$ cat src/rtl/prime_pkg.sv
// Shared types and constants for the prime enumerator and its remainder unit.
// Latency: n/a (declarations only).
// Backpressure: n/a.
package prime_pkg;

    // Candidate/limit width and prime-count width (54 primes <= 255 fit in 6 bits)
    localparam int WIDTH = 8;
    localparam int CNT_W = 6;

    // Largest representable candidate; the enumerator stops here instead of wrapping
    localparam logic [WIDTH-1:0] MAX_CAND = {WIDTH{1'b1}};

    typedef enum logic [2:0] {
        IDLE,
        INIT,
        TEST,
        EMIT,
        FIN
    } state_t;

endpackage

$ cat src/rtl/prime_rem.sv
// Restoring remainder unit: rem = dividend % divisor, one quotient bit per cycle.
// Latency: DW+1 cycles from go to the one-cycle rdy pulse; operands latched on go.
// Backpressure: none; go is ignored while an operation is in flight.
module prime_rem
    import prime_pkg::*;
#(
    parameter int DW = WIDTH
) (
    input  logic          clk,
    input  logic          rst,
    input  logic          go,
    input  logic [DW-1:0] dividend,
    input  logic [DW-1:0] divisor,
    output logic          rdy,
    output logic [DW-1:0] rem
);

    localparam int CW = $clog2(DW + 1);

    logic [DW-1:0] q_sh;
    logic [DW-1:0] d_q;
    logic [DW-1:0] acc;
    logic [CW-1:0] iter;
    logic          running;
    logic [DW:0]   shifted;
    logic [DW:0]   diff;
    logic [DW-1:0] acc_n;

    // One restoring step: shift in the next dividend bit, subtract if it fits
    always_comb begin
        shifted = {acc, q_sh[DW-1]};
        diff    = shifted - {1'b0, d_q};
        acc_n   = shifted[DW-1:0];
        if (shifted >= {1'b0, d_q}) begin
            acc_n = diff[DW-1:0];
        end
    end

    // Operand capture, iteration counter and completion pulse
    always_ff @(posedge clk) begin
        if (rst) begin
            q_sh    <= '0;
            d_q     <= '0;
            acc     <= '0;
            iter    <= '0;
            running <= 1'b0;
            rdy     <= 1'b0;
        end else begin
            rdy <= 1'b0;
            if (go && !running) begin
                q_sh    <= dividend;
                d_q     <= divisor;
                acc     <= '0;
                iter    <= CW'(DW);
                running <= 1'b1;
            end else if (running) begin
                acc  <= acc_n;
                q_sh <= {q_sh[DW-2:0], 1'b0};
                iter <= iter - CW'(1);
                if (iter == CW'(1)) begin
                    running <= 1'b0;
                    rdy     <= 1'b1;
                end
            end
        end
    end

    assign rem = acc;

endmodule

$ cat src/rtl/prime_gen.sv
// Streams every prime 2..limit in ascending order, then pulses done with the count.
// Latency: first prime 3 cycles after start; each trial divisor costs DW+2 cycles.
// Backpressure: valid/prime held in EMIT until ready; no skip, no duplicate.
module prime_gen
    import prime_pkg::*;
(
    input  logic             clk,
    input  logic             rst,
    input  logic             start,
    input  logic [WIDTH-1:0] limit,
    output logic             busy,
    output logic [WIDTH-1:0] prime,
    output logic             valid,
    input  logic             ready,
    output logic             done,
    output logic [CNT_W-1:0] count
);

    state_t             state, state_n;
    logic [WIDTH-1:0]   cand, cand_n;
    logic [WIDTH-1:0]   div, div_n;
    logic [WIDTH-1:0]   lim_q, lim_n;
    logic [CNT_W-1:0]   cnt_q, cnt_n;
    logic               pend, pend_n;
    logic               adv;
    logic               rem_go;
    logic               rem_rdy;
    logic [WIDTH-1:0]   rem;
    logic [2*WIDTH-1:0] sq;
    logic               cand_last;

    // Full-width square so that e.g. 16*16 cannot wrap to 0
    assign sq        = {{WIDTH{1'b0}}, div} * {{WIDTH{1'b0}}, div};
    assign cand_last = (cand == lim_q) || (cand == MAX_CAND);

    prime_rem #(
        .DW(WIDTH)
    ) u_rem (
        .clk      (clk),
        .rst      (rst),
        .go       (rem_go),
        .dividend (cand),
        .divisor  (div),
        .rdy      (rem_rdy),
        .rem      (rem)
    );

    // Next-state and datapath updates; adv moves to the next candidate or finishes
    always_comb begin
        state_n = state;
        cand_n  = cand;
        div_n   = div;
        lim_n   = lim_q;
        cnt_n   = cnt_q;
        pend_n  = pend;
        rem_go  = 1'b0;
        adv     = 1'b0;
        case (state)
            IDLE: begin
                if (start) begin
                    lim_n   = limit;
                    cnt_n   = '0;
                    cand_n  = WIDTH'(2);
                    state_n = INIT;
                end
            end
            INIT: begin
                if (lim_q < WIDTH'(2)) begin
                    state_n = FIN;
                end else begin
                    div_n   = WIDTH'(2);
                    state_n = TEST;
                end
            end
            TEST: begin
                if (!pend) begin
                    if (sq > {{WIDTH{1'b0}}, cand}) begin
                        state_n = EMIT;
                    end else begin
                        rem_go = 1'b1;
                        pend_n = 1'b1;
                    end
                end else if (rem_rdy) begin
                    pend_n = 1'b0;
                    if (rem == '0) begin
                        adv = 1'b1;
                    end else begin
                        div_n = div + WIDTH'(1);
                    end
                end
            end
            EMIT: begin
                if (ready) begin
                    cnt_n = cnt_q + CNT_W'(1);
                    adv   = 1'b1;
                end
            end
            FIN: begin
                state_n = IDLE;
            end
            default: begin
                state_n = IDLE;
            end
        endcase
        if (adv) begin
            if (cand_last) begin
                state_n = FIN;
            end else begin
                cand_n  = cand + WIDTH'(1);
                div_n   = WIDTH'(2);
                state_n = TEST;
            end
        end
    end

    // State and datapath registers; reset aborts any run in progress
    always_ff @(posedge clk) begin
        if (rst) begin
            state <= IDLE;
            cand  <= '0;
            div   <= '0;
            lim_q <= '0;
            cnt_q <= '0;
            pend  <= 1'b0;
        end else begin
            state <= state_n;
            cand  <= cand_n;
            div   <= div_n;
            lim_q <= lim_n;
            cnt_q <= cnt_n;
            pend  <= pend_n;
        end
    end

    // Outputs decode registered state only
    assign busy  = (state != IDLE);
    assign valid = (state == EMIT);
    assign done  = (state == FIN);
    assign prime = valid ? cand : '0;
    assign count = cnt_q;

endmodule
$ cat config.mk
export PLATFORM = sky130hd
export DESIGN_NAME = prime_gen
export DESIGN_NICKNAME = d
export VERILOG_FILES = /design/src/rtl/prime_pkg.sv /design/src/rtl/prime_rem.sv /design/src/rtl/prime_gen.sv
export SDC_FILE = /design/constraint.sdc
export NUM_CORES = 1
export LEC_CHECK = 0
export CAP_MARGIN = 10
export CELL_PAD_IN_SITES_DETAIL_PLACEMENT = 0
export CELL_PAD_IN_SITES_GLOBAL_PLACEMENT = 1
export CORE_ASPECT_RATIO = 0.75
export CORE_UTILIZATION = 39
export DETAILED_ROUTE_END_ITERATION = 6
export PLACE_DENSITY_LB_ADDON = 0.25
export SYNTH_ARGS = -nofsm -noshare
export SYNTH_HDL_FRONTEND = slang
export SYNTH_SLANG_ARGS = --single-unit
$ cat constraint.sdc
create_clock -name clk -period 5.28 [get_ports clk]
set_input_delay 1.32 -clock clk [delete_from_list [all_inputs] [get_ports clk]]
set_output_delay 1.32 -clock clk [all_outputs]
set_load 0.02 [all_outputs]
Yosys cells after proc, flatten, opt, wreduce, memory -nomap -nowiden --
Cells that the tools add are included.
Storage, ports and cells: bits in registers 64, input port bits 12, output and inout bits 17
Cells by class: $add $sub $neg 5, multipliers 1, $lt $le $gt $ge 3, equality and inequality tests 13, muxes and demuxes 41, bitwise operators 1, reductions and logical operators 13
Operator list (count):
- 8-bit 2-to-1 mux | 14
- 3-bit 2-to-1 mux | 6
- 8-bit by 1-bit adder with 8-bit output (second input constant) | 2
- 16-bit by 8-bit greater-than comparator with 1-bit output | 1
- 8-bit by 8-bit multiplier with 16-bit output | 1
- 8-bit one-hot mux with 2 select lines | 1
- 1-bit 2-to-1 mux | 13
- 6-bit 2-to-1 mux | 2
- 3-bit one-hot mux with 4 select lines | 1
- 6-bit one-hot mux with 2 select lines | 1
- 9-bit by 8-bit greater-or-equal comparator with 1-bit output | 1
- 3-bit != test (second input constant) | 3
- 8-bit == test | 1
- 8-bit == test (second input constant) | 1
- 8-bit logical NOT | 1
- 8-bit by 2-bit less-than comparator with 1-bit output (second input constant) | 1
- 4-bit 2-to-1 mux | 2
- 8-bit subtractor | 1
- 6-bit by 1-bit adder with 6-bit output (second input constant) | 1
- 3-bit by 2-bit == test with 1-bit output (second input constant) | 2
- 4-bit by 1-bit == test with 1-bit output (second input constant) | 1
- 2-bit by 1-bit != test with 1-bit output (second input constant) | 2
- 4-bit AND reduction | 1
- 2-bit nonzero test | 2
- 15 further kinds | 15

Longest topological paths before layout --
depth after elaboration 7, gate-level depth with buffers 22

Modules after synthesis --
A second synthesis with hierarchy kept.
Second synthesis, totals: cells, all modules 672, area, all modules 5437.7 sq um
Modules (own cells, without submodules):
- prime_gen | times used 1, cells each 459, area each 3673.5 sq um, seq. area each 680.7 sq um
- prime_rem | times used 1, cells each 213, area each 1764.2 sq um, seq. area each 600.6 sq um

Worst setup path before layout --
No wires, ideal clock.
path kind register -> register, start point register div[5], end point register u_rem.q_sh[0], library setup time 0.086 ns, arrival time 5.365 ns, data required time 5.194 ns, setup slack -0.170 ns, cell stages (with the launch flop) 18, path buffers 1, period minus slack after synthesis 5.450 ns, cells stage by stage dfxtp_1 > clkbuf_1 > inv_1 > nor2_1 > fa_1 > fa_1 > inv_1 > fa_1 > fa_1 > inv_1 > ha_1 > a21o_1 > a21o_1 > a2111oi_0 > o22ai_1 > or4_4 > or4_1 > a211oi_1
On the way: word-level cells in the longest chain between the ends 7, elaborated cells between the ends (all ways) 8, those cells by class mul (1); order compare (1); mux (4); reduce/logical (2)
RTL lines:
- start, declared | line prime_gen.sv:21 | logic [WIDTH-1:0] div, div_n;
- start signal, assigned | line prime_gen.sv:128 | div <= div_n;
- 8-bit by 8-bit multiplier with 16-bit output (*) | line prime_gen.sv:33 | assign sq = {{WIDTH{1'b0}}, div} * {{WIDTH{1'b0}}, div};
- 16-bit by 8-bit greater-than comparator with 1-bit output (*) | line prime_gen.sv:77 | if (sq > {{WIDTH{1'b0}}, cand}) begin
- 1-bit 2-to-1 mux (*) | line prime_gen.sv:77
- 1-bit 2-to-1 mux (*) | line prime_gen.sv:76 | if (!pend) begin
- 1-bit 2-to-1 mux (*) | line prime_gen.sv:58 | case (state)
- 1-bit logical AND (*) | line prime_rem.sv:50 | if (go && !running) begin
- 8-bit 2-to-1 mux or 2-bit nonzero test (tied branches)
- end signal, assigned | line prime_rem.sv:51 | q_sh <= dividend;
- end signal, assigned | line prime_rem.sv:58 | q_sh <= {q_sh[DW-2:0], 1'b0};
- end, declared | line prime_rem.sv:20 | logic [DW-1:0] q_sh;
Mark *: on every way between the ends. The rest lies on a longest branch, timed or not. A chain may end at the register's enable or synchronous reset.

Final worst setup path --
start point register div[6], end point register u_rem.q_sh[0]
The elaborated chain is that of the path after synthesis.

==> flow_results.xml <==
<?xml version="1.0" encoding="UTF-8"?>
<metrics>
  <group name="status">
    <metric name="run_status" unit="">finished, final reports clean</metric>
  </group>
  <group name="timing">
    <metric name="timing_worst_slew_pin_value" unit="ns">1.15</metric>
    <metric name="shortest_period_the_worst_path_allows" unit="ns">5.13</metric>
    <metric name="maxSlewViolCount" unit="">0</metric>
    <metric name="final_clock_period_utilization_by_the_worst_path" unit="">0.972</metric>
    <metric name="report.final.hold_viol_count" unit="">0</metric>
    <metric name="setup-tns-final" unit="ns">0</metric>
    <metric name="fin_ws" unit="ns">0.150</metric>
    <metric name="fmax" unit="MHz">195</metric>
    <metric name="timing.max_slew.rel_slack" unit="">0.233</metric>
    <metric name="final_setup_violation_count" unit="">0</metric>
    <metric name="final_skew" unit="ns">0.00784</metric>
  </group>
  <group name="floorplanning">
    <metric name="die-height" unit="um">105</metric>
    <metric name="core-area" unit="mm2">0.0137</metric>
    <metric name="floorplan.initialDensity" unit="">0.401</metric>
    <metric name="die_area" unit="mm2">0.0146</metric>
    <metric name="placementRows" unit="">37</metric>
    <metric name="fp.dieW" unit="um">139</metric>
    <metric name="boundaryPins" unit="">29</metric>
  </group>
  <group name="logic_synthesis">
    <metric name="synth-warning-count" unit="">0</metric>
    <metric name="synth_net_count" unit="">758</metric>
    <metric name="synth_enable_flop_cells" unit="">0</metric>
    <metric name="syn-cell-area" unit="mm2">0.00551</metric>
    <metric name="synth_seq_area_share" unit="">0.232</metric>
    <metric name="yosys.area_share.adder" unit="">0.210</metric>
    <metric name="fraction_of_the_mapped_netlist_area_in_compound_gates" unit="">0.158</metric>
    <metric name="postSynth.asyncResetShare" unit="">0</metric>
    <metric name="netlist_instances" unit="">669</metric>
    <metric name="synth_top_area_frac" unit="">0.232</metric>
    <metric name="synth_area_leader_cell" unit="">sky130_fd_sc_hd__dfxtp_1</metric>
    <metric name="synth.area.top_cells" unit="">sky130_fd_sc_hd__dfxtp_1, sky130_fd_sc_hd__ha_1, sky130_fd_sc_hd__fa_1</metric>
    <metric name="synth_most_common_cell" unit="">sky130_fd_sc_hd__inv_1</metric>
    <metric name="synth.ff_latch_count" unit="">64</metric>
    <metric name="main_combinational_cell_family_by_area_after_synthesis" unit="">simple AND/OR/NAND/NOR gates</metric>
    <metric name="ys_types" unit="">65</metric>
    <metric name="post_synth.cell_area_avg" unit="um2">8.24</metric>
    <metric name="synth-xor-area-share" unit="">0.0413</metric>
    <metric name="yosys-top-cells-count" unit="">sky130_fd_sc_hd__inv_1, sky130_fd_sc_hd__nor2_1, sky130_fd_sc_hd__dfxtp_1</metric>
    <metric name="yosys_most_used_dff" unit="">sky130_fd_sc_hd__dfxtp_1</metric>
    <metric name="synth_simple_gate_area_share" unit="">0.221</metric>
    <metric name="synth.mux.area_fraction" unit="">0.0606</metric>
  </group>
  <group name="power_and_ir_drop">
    <metric name="combPwrFrac" unit="">0.278</metric>
    <metric name="p_total" unit="W">0.00164</metric>
    <metric name="p_sw_frac" unit="">0.320</metric>
    <metric name="sequentialPowerShare" unit="">0.339</metric>
    <metric name="leakagePower" unit="nW">2.95</metric>
    <metric name="irDropWorstVdd" unit="uV">160</metric>
    <metric name="clock_power_share" unit="">0.383</metric>
    <metric name="p_per_area" unit="mW/mm2">241</metric>
    <metric name="intPower" unit="W">0.00112</metric>
    <metric name="switchingPower" unit="W">0.000525</metric>
  </group>
  <group name="drt">
    <metric name="wl_per_cell" unit="um">16.0</metric>
    <metric name="detail_route.wirelength" unit="um">14400</metric>
    <metric name="drc" unit="">0</metric>
    <metric name="dr.first_iter.drc_count" unit="">219</metric>
    <metric name="num_vias" unit="">4859</metric>
    <metric name="routed_via_density" unit="">5.37</metric>
    <metric name="drt_pre_antenna_iters" unit="">7</metric>
    <metric name="route.antenna.remaining_nets" unit="">0</metric>
  </group>
  <group name="clocking">
    <metric name="cts_htree_levels" unit="">3</metric>
    <metric name="ctsRootBufferMaster" unit="">sky130_fd_sc_hd__clkbuf_16</metric>
    <metric name="cts_tree" unit="">built</metric>
    <metric name="worstSkewPairLatency" unit="ns">0.34</metric>
    <metric name="worst_setup_hold_path_clk_slew" unit="ns">0.06</metric>
    <metric name="cts_bufs_inserted" unit="">9</metric>
    <metric name="cts-root-to-sink-buffers" unit="">2</metric>
    <metric name="cts_num_sinks" unit="">64</metric>
  </group>
  <group name="run">
    <metric name="max_cap_violations" unit="">0</metric>
  </group>
  <group name="cells_and_area">
    <metric name="layout-drive-gt1-share" unit="">0.196</metric>
    <metric name="fin_util" unit="">0.494</metric>
    <metric name="sequential_cell_area_in_the_final_layout" unit="mm2">0.00130</metric>
    <metric name="fin_nets" unit="">814</metric>
    <metric name="fillers" unit="">1301</metric>
    <metric name="antenna_diode_count" unit="">0</metric>
    <metric name="multiInputGateArea" unit="mm2">0.00404</metric>
    <metric name="syn_to_final_growth" unit="%">23.4</metric>
  </group>
  <group name="placed_design">
    <metric name="globalplace.congestion" unit="">0.854</metric>
    <metric name="dpl_worst_slack" unit="ns">-0.119</metric>
    <metric name="placement.io_buffers" unit="">28</metric>
    <metric name="dp_hpwl" unit="um">11000</metric>
  </group>
  <group name="global_route">
    <metric name="grt_pass1_vias" unit="">4746</metric>
    <metric name="grt_max_degree" unit="">63</metric>
    <metric name="grt_antenna_before_repair" unit="">0</metric>
    <metric name="grt_first_pass_wirelength" unit="um">24100</metric>
    <metric name="grt_overflow_total" unit="">0</metric>
    <metric name="grtUsageTotal" unit="">0.208</metric>
  </group>
  <group name="hold_path">
    <metric name="min_path_type" unit="">reg -&gt; reg</metric>
  </group>
  <group name="setup_path">
    <metric name="timing_worst_setup_path_type" unit="">reg -&gt; reg</metric>
    <metric name="critical_path.most_common_cell" unit="">sky130_fd_sc_hd__fa_1</metric>
    <metric name="critical_path.cell_chain" unit="">and2_4 &gt; fa_1 &gt; fa_1 &gt; inv_1 &gt; fa_1 &gt; fa_1 &gt; inv_2 &gt; ha_4 &gt; a21o_1 &gt; a21o_1 &gt; a2111oi_4 &gt; o22ai_1 &gt; or4_4 &gt; or4_4 &gt; a211oi_2</metric>
    <metric name="critPathTopFamily" unit="">adder cells</metric>
    <metric name="cp_slowest_cell" unit="">sky130_fd_sc_hd__or4_4</metric>
    <metric name="path_buf_inv" unit="">2</metric>
    <metric name="timing.critical_path.fanout_max" unit="">4</metric>
    <metric name="worstPathArrival" unit="ns">5.38</metric>
    <metric name="max_stage_delay" unit="ns">0.57</metric>
    <metric name="end_kind" unit="">flip-flop</metric>
    <metric name="critical_path.startpoint_type" unit="">flip-flop</metric>
    <metric name="cp.required" unit="ns">5.53</metric>
  </group>
</metrics>
## per-layer routing
metal / vias to the layer above / GRT usage / wire (um)
met5: - / 0 / 0
met4: 0 / 0.0651 / 217
met3: 18 / 0.0390 / 614
met2: 105 / 0.308 / 6200
met1: 2323 / 0.301 / 7410
li1: 2413 / - / -
## cell type report
| cell class | count | area share |
|---|---|---|
| Timing Repair Buffer | 74 | 0.0970 |
| Tap cell | 175 | 0.0322 |
| Inverter | 70 | 0.0392 |
| Sequential cell | 64 | 0.191 |
| Clock inverter | 4 | 0.00755 |
| Clock buffer | 12 | 0.0392 |
| Multi-Input combinational cell | 506 | 0.594 |
## worst reg2reg max path: stages, from the launching register on
cell and delay, ns:
sky130_fd_sc_hd__dfxtp_4 0.36, sky130_fd_sc_hd__and2_4 0.17, sky130_fd_sc_hd__fa_1 0.52, sky130_fd_sc_hd__fa_1 0.55, sky130_fd_sc_hd__inv_1 0.05, sky130_fd_sc_hd__fa_1 0.50
sky130_fd_sc_hd__fa_1 0.54, sky130_fd_sc_hd__inv_2 0.06, sky130_fd_sc_hd__ha_4 0.24, sky130_fd_sc_hd__a21o_1 0.19, sky130_fd_sc_hd__a21o_1 0.21, sky130_fd_sc_hd__a2111oi_4 0.29
sky130_fd_sc_hd__o22ai_1 0.12, sky130_fd_sc_hd__or4_4 0.57, sky130_fd_sc_hd__or4_4 0.50, sky130_fd_sc_hd__a211oi_2 0.18
## power by group through the flow
| stage | registers, W | clock network, W | logic (W) |
|---|---|---|---|
| floorplan | 0.000553 | 0 | 0.000337 |
| global placement | 0.000566 | 0 | 0.000441 |
| detailed placement | 0.000568 | 0 | 0.000447 |
| CTS | 0.000557 | 0.000643 | 0.000449 |
| global route | 0.000564 | 0.000662 | 0.000514 |
| finish | 0.000557 | 0.000628 | 0.000456 |
## registers in the layout (all words and copies together) (netlist names), 3 cells and up
name	cells
state	3
lim_q	8
u_rem.q_sh	8
cand	8
div	8
u_rem.iter	4
u_rem.rem	8
u_rem.d_q	8
count	6
## what timing repair did
item	in CTS	in global routing
pin swaps	4	37
hold buffers	0	0
resized for setup	16	58
setup buffers	0	8
setup endpoints to repair	13	30
## stage by stage
step                hold slack, ns  instance area (um2)  cells
global placement             0.465                 6150    881
CTS                          0.476                 6530    897
finish                       0.476                 6800    905
detailed placement           0.469                 6150    881
global route                 0.497                 6800    905
floorplan                    0.449                 5520    669
## kinds of logic after synthesis
group           count (synthesis)
fa+ha+maj                      77
mux                            32
flops                          64
simple gates                  235
buf+inv                        99
compound gates                136
xor+xnor                       26
## layout by cell type (no fill, tap or decap), types with 21 or more instances in the layout
master / n
sky130_fd_sc_hd__a21oi_1: 45
sky130_fd_sc_hd__and2_1: 21
sky130_fd_sc_hd__buf_4: 38
sky130_fd_sc_hd__clkdlybuf4s50_1: 27
sky130_fd_sc_hd__dfxtp_1: 56
sky130_fd_sc_hd__fa_1: 22
sky130_fd_sc_hd__ha_1: 43
sky130_fd_sc_hd__inv_1: 61
sky130_fd_sc_hd__mux2i_1: 21
sky130_fd_sc_hd__nand2_1: 39
sky130_fd_sc_hd__nor2_1: 65
## path summary, 6_finish.rpt
kind / start / to / slack [ns] / cells past startpoint
worst min register to register: lim_q[0]$_SDFFE_PP0P_ / lim_q[0]$_SDFFE_PP0P_ / 0.48 / 2
worst max register to register: div[6]$_SDFF_PP0_ / u_rem.q_sh[0]$_SDFFE_PP0P_ / 0.15 / 15
worst min-delay path: lim_q[0]$_SDFFE_PP0P_ / lim_q[0]$_SDFFE_PP0P_ / 0.48 / 2
worst max-delay path: div[6]$_SDFF_PP0_ / u_rem.q_sh[0]$_SDFFE_PP0P_ / 0.15 / 15
No activity file was read; power rests on OpenSTA's default activity.
